<file path="config.mk">
export PLATFORM = sky130hd
export DESIGN_NAME = l2_arbiter
export DESIGN_NICKNAME = d
export VERILOG_FILES = /design/src/rtl/l2_arb_pkg.sv /design/src/rtl/l2_arb_select.sv /design/src/rtl/l2_arbiter.sv
export SDC_FILE = /design/constraint.sdc
export NUM_CORES = 1
export LEC_CHECK = 0
export ABC_AREA = 0
export ABC_CLOCK_PERIOD_IN_PS = 2600
export CAP_MARGIN = 10
export CORE_AREA = 2 2 563 565
export DETAILED_ROUTE_END_ITERATION = 8
export DIE_AREA = 0 0 565 567
export PLACE_DENSITY = 0.3
export SKIP_LAST_GASP = 1
export SLEW_MARGIN = 5
export SYNTH_ARGS = -nofsm -noshare
export SYNTH_HDL_FRONTEND = slang
export SYNTH_SLANG_ARGS = --single-unit
</file>
<file path="constraint.sdc">
create_clock -name clk -period 2.6 [get_ports clk]
set_input_delay 0.26 -clock clk [delete_from_list [all_inputs] [get_ports clk]]
set_output_delay 0.26 -clock clk [all_outputs]
set_load 0.005 [all_outputs]
</file>
<file path="src/rtl/l2_arb_pkg.sv">
// Shared types and widths for the two-requester L2 port arbiter.
// The optional round-robin build is selected by L2_ARB_ROUND_ROBIN_EN (see l2_arbiter).
package l2_arb_pkg;

  localparam int unsigned ADDR_W = 32;
  localparam int unsigned LINE_W = 256;
  localparam int unsigned MASK_W = LINE_W / 8;

  typedef enum logic [1:0] {
    IDLE,
    SERVE_I,
    SERVE_D
  } arb_state_t;

  typedef enum logic {
    REQ_I,
    REQ_D
  } requester_t;

endpackage

</file>
<file path="src/rtl/l2_arb_select.sv">
// Combinational winner selection between the I and D requesters.
// On contention the side that was not served last wins.
module l2_arb_select
  import l2_arb_pkg::*;
(
  input  logic       i_req_i,
  input  logic       d_req_i,
  input  requester_t last_i,
  output requester_t winner_o,
  output logic       valid_o
);

  assign valid_o = i_req_i | d_req_i;

  // NOTE: assign a default first so no branch can leave winner_o unassigned and infer a latch.
  always_comb begin
    winner_o = REQ_D;
    if (i_req_i && !d_req_i) begin
      winner_o = REQ_I;
    end else if (i_req_i && d_req_i) begin
      winner_o = (last_i == REQ_D) ? REQ_I : REQ_D;
    end
  end

endmodule

</file>
<file path="src/rtl/l2_arbiter.sv">
// Shares the L2 cache's L1-facing port between the L1 I-cache and D-cache.
// Define L2_ARB_ROUND_ROBIN_EN for round-robin contention; default is fixed D-over-I priority.
module l2_arbiter
  import l2_arb_pkg::*;
#(
  parameter int unsigned s_line = LINE_W,
  parameter int unsigned s_mask = MASK_W
) (
  input  logic                clk,
  input  logic                rst,

  input  logic [ADDR_W-1:0]   icache_address,
  input  logic                icache_read,
  output logic [s_line-1:0]   icache_rdata,
  output logic                icache_resp,

  input  logic [ADDR_W-1:0]   dcache_address,
  input  logic                dcache_read,
  input  logic                dcache_write,
  input  logic [s_mask-1:0]   dcache_byte_enable256,
  input  logic [s_line-1:0]   dcache_wdata,
  output logic [s_line-1:0]   dcache_rdata,
  output logic                dcache_resp,

  output logic [ADDR_W-1:0]   l2_address,
  output logic [s_mask-1:0]   l2_byte_enable256,
  output logic                l2_read,
  output logic                l2_write,
  output logic [s_line-1:0]   l2_wdata,
  input  logic [s_line-1:0]   l2_rdata,
  input  logic                l2_resp
);

  arb_state_t state_q;
  requester_t last_q;
  requester_t sel_winner;
  logic       sel_valid;

  l2_arb_select u_select (
    .i_req_i  (icache_read),
    .d_req_i  (dcache_read | dcache_write),
    .last_i   (last_q),
    .winner_o (sel_winner),
    .valid_o  (sel_valid)
  );

`ifdef L2_ARB_ROUND_ROBIN_EN
  // Records the side granted last; reset value makes D win the first contention.
  always_ff @(posedge clk) begin
    if (rst) begin
      last_q <= REQ_I;
    end else if (state_q == IDLE && sel_valid) begin
      last_q <= sel_winner;
    end
  end
`else
  // Tying "last served" to I makes the selector a fixed D-over-I priority.
  assign last_q = REQ_I;
`endif

  // NOTE: sequential state uses non-blocking assignments only, so every flop samples pre-edge values.
  always_ff @(posedge clk) begin
    if (rst) begin
      state_q <= IDLE;
    end else begin
      case (state_q)
        IDLE: begin
          if (sel_valid) begin
            state_q <= (sel_winner == REQ_D) ? SERVE_D : SERVE_I;
          end
        end
        SERVE_I: if (l2_resp) state_q <= IDLE;
        SERVE_D: if (l2_resp) state_q <= IDLE;
        default: state_q <= IDLE;
      endcase
    end
  end

  // Read data is broadcast; only the granted side's resp qualifies it.
  assign icache_rdata = l2_rdata;
  assign dcache_rdata = l2_rdata;

  always_comb begin
    l2_address        = '0;
    l2_byte_enable256 = '0;
    l2_read           = 1'b0;
    l2_write          = 1'b0;
    l2_wdata          = '0;
    icache_resp       = 1'b0;
    dcache_resp       = 1'b0;
    case (state_q)
      SERVE_I: begin
        l2_address  = icache_address;
        l2_read     = 1'b1;
        icache_resp = l2_resp;
      end
      SERVE_D: begin
        l2_address        = dcache_address;
        l2_byte_enable256 = dcache_byte_enable256;
        l2_wdata          = dcache_wdata;
        l2_read           = dcache_read & ~dcache_write;
        l2_write          = dcache_write;
        dcache_resp       = l2_resp;
      end
      default: ;
    endcase
  end

endmodule

</file>
==> impl.org <==
** Status
- The flow ran to the end, and the final reports show no timing, DRC or antenna violations.

** Logic synthesis
- After synthesis the cells add up to between 6000 and 7000 sq um.
- Post-synthesis sequential area ratio :: 0.604%
- The synthesized design contains 2 register bits.
- Each instance of the synthesized netlist takes up on average 7.13 sq um.
- Largest area contributor in the synthesized netlist :: buf_4
- For this run, the number of Yosys warnings is 0.
- Synthesis produced 930 cells.
- Share of Yosys cell area claimed by the top area cell type :: around three fifths
- The netlist uses 20 different library cells.
- After synthesis, the cell types taking the most area are buf_4 58%, and2_1 27%, buf_6 3.9%.
- Counting every net in the synthesized netlist gives 1548.

** Final layout
- Commonest cells after routing, fill and taps aside :: 563 x clkdlybuf4s50_1, 291 x and2_1, 104 x buf_12
- Summed area of non-filler cells in the final layout :: 15800 sq um
- At the end of the flow the core is filled with cells to 5.02%.
- state_q holds more flip-flops than any other register.
- Layout net count :: 1694
- The register with the most flip-flops in the layout has 2 of them.
- Multi-input gate area in the final layout :: 2410 sq um
- Summing all flip-flop and latch instances after layout gives 40.0 sq um.
- After filler insertion, the fill cell instance count of the layout stands at 37237.
- Share of layout cells above drive strength 1 :: 12.9%
- Leaving out fill and tap cells, the most frequent cell in the layout is clkdlybuf4s50_1.
- Relative to the synthesized area, the layout overhead comes to 138%.
- Leading registers by flop count :: state_q (2)

** Place
- The placed instances occupy a cell area of 15600 sq um.
- Detailed placement HPWL :: approximately 170000 um
- Placer congestion estimate :: a little over 1
- During placement, the flow inserted port buffers numbering 681.
- Worst setup slack after placement :: roughly 210 ps

** GRT
- Fraction of met3 tracks used by global routing :: 15.2%
- Maximum number of pins on one net before global-route repair :: about 140
- Overall track demand over capacity in global routing :: 10.4%
- The number of global-route vias before repair was 7067.
- After global routing the overflow that remains totals 0.
- The first global-routing pass estimated 191000 um of wire.
- Antenna violations before repair :: 144
- After global routing, the most crowded layer is met3.
- Met2 demand-to-capacity share in global routing :: 14.8%
- Global routing consumed, on the met1 layer, 7.35% of the routing resources.

** Clocking
- Reg clk slew, reported paths :: about 30 ps
- Buffers inserted during clock tree synthesis total 3.
- For the worst-skew pair, the clock arrives at the later sink with an insertion delay of between 200 and 250 ps.
- The tree is rooted in a clkbuf_16.
- Buffer depth of the longest clock path :: 2
- Number of H-tree levels :: 1
- After clock tree synthesis, the flow added hold-fix buffers numbering 0.
- TritonCTS built the clock tree.
- The clock net in this run drives a total of 2 sinks.

** Floorplanning
- In this run the horizontal extent of the chip is 565 um.
- The initial utilization of the core area, before any placement, comes to 2.11%.
- The initialized floorplan defines 206 standard-cell rows.
- Area enclosed by the die boundary :: 320000 sq um
- The die is approximately 570 um tall.
- In this run the count of I/O pins placed on the die edge is roughly 1500.
- Placeable core region :: 314000 sq um

** Critical path
- Data on the critical path arrives at its endpoint at 2290 ps.
- Required arrival time at the worst endpoint :: 2340 ps
- Sort of element at the start of the critical path :: flop
- Along the worst path, the maximum fanout reaches between 60 and 70.
- The worst setup path is captured at a primary output.
- The worst setup path is of the flop to primary output kind.

** Detailed routing
- Ratio of routed vias to standard cells :: around 1.4
- After detailed routing, the total wire length is 174000 um.
- In this run, the number of DRC markers left after iteration 0 of detailed routing was 448.
- For this run, design rule violations remaining after detail routing come to 0.
- First-pass iteration count of the detailed router :: 5
- In the final routed layout, each cell accounts on average for 33.1 um.
- Remaining antenna violation count :: 0
- Vias :: 7368

** STA
- Measured against its own limit, the worst slew margin works out to between 50% and 60%.
- Worst-Margin Slew :: 699 ps
- For the final database, setup skew stands at 2.51 ps.
- Final Critical Period :: 2550 ps
- Setup violations remaining at the end of the flow were counted as 0.
- RSZ-0062 raised after global routing :: yes
- Final worst setup slack :: 48.9 ps
- The number of failing hold endpoints at the final stage was 0.
- The number of slew-limit violations in the final report came to 0.
- Share of the cycle needed by the critical path after routing :: 98.1%
- Based on the critical path, the design can be clocked at up to slightly below 400 MHz.

** Power and ir drop
- The worst-case IR drop observed on VDD is 191 uV.
- Static leakage :: approximately 4.2 nW
- Power per standard cell area :: roughly 240 nW/um^2

** Flow run
- The tool flagged a number of max-cap violations equal to 0.

** Worst hold path
- Classification of the worst-slack hold path :: input port to primary output
area by class of cell:
cell class	instances	area share [%]
sequential	2	0.254
multi-input combinational	372	15.3
clock buffer	3	0.477
tap	4160	33.0
timing repair buffer	695	50.6
inverter	2	0.0477
antenna	16	0.254
report_power, final:
part | switching [mW] | internal, mW
registers | 0.00557 | 0.0347
clock network | 0.0358 | 0.195
logic | 1.60 | 1.89
total | 1.64 | 2.12
routing by layer:
metal,routed length (um),part of all wire (%)
met5,488,0.28
met4,6520,3.7
met3,55700,32
met2,69500,40
met1,41800,24
repair_timing:
item                                    4_1_cts  5_1_grt
endpoints found under the setup margin        5       24
setup buffers                                 0        3
gates resized for setup                       1        3
gates cloned                                  0        1
final timing paths:
check | startpoint | end | slack [ps] | cells past startpoint
hold / removal | l2_rdata[139] | dcache_rdata[139] | 520 | 0
setup reg to reg | state_q[1]$_SDFFE_PP0P_ | state_q[0]$_SDFFE_PP0P_ | 1070 | 5
hold reg to reg | state_q[0]$_SDFFE_PP0P_ | state_q[0]$_SDFFE_PP0P_ | 560 | 2
setup / recovery | state_q[0]$_SDFFE_PP0P_ | l2_wdata[55] | 50 | 6
through the flow:
stage / total power, mW / hold slack (ps) / TNS [ps] / instances
finish: 3.76 / 520 / 0 / 5250
global route: 4.00 / 520 / -45.6 / 5236
CTS: 3.85 / 520 / -29.9 / 5230
detailed placement: 3.58 / 520 / 0 / 5227
global placement: 3.60 / 520 / 0 / 5227
floorplan: 1.45 / 329 / 0 / 930
kinds of logic (layout without fill, tap and decap cells):
| logic type | after synthesis | after routing | share of synthesized area, % |
|---|---|---|---|
| other cells | 0 | 16 | 0 |
| fa+ha+maj | 4 | 4 | 0.755 |
| simple gates | 331 | 331 | 31.1 |
| compound gates | 37 | 37 | 4.04 |
| flops | 2 | 2 | 0.604 |
| buf+inv | 556 | 700 | 63.5 |
critical path, stage by stage (launching register included):
cell and delay, ps:
dfxtp_1 330, inv_1 210, ha_4 220, buf_4 140
buf_16 180, and2_1 190, clkdlybuf4s50_1 620
cells in the mapped netlist:
library cell / count
inv_1: 2
nor3_1: 1
clkbuf_2: 6
buf_2: 8
a21oi_1: 3
o21a_1: 1
buf_6: 23
clkbuf_1: 3
nand2b_1: 1
buf_4: 514
ha_1: 4
nor2_1: 2
and2_1: 291
nor2b_1: 33
dfxtp_1: 2
o21ai_0: 1
and2b_1: 1
nand3b_1: 1
nand2_1: 1
a22oi_1: 32
(Power assumes the default switching activity.)
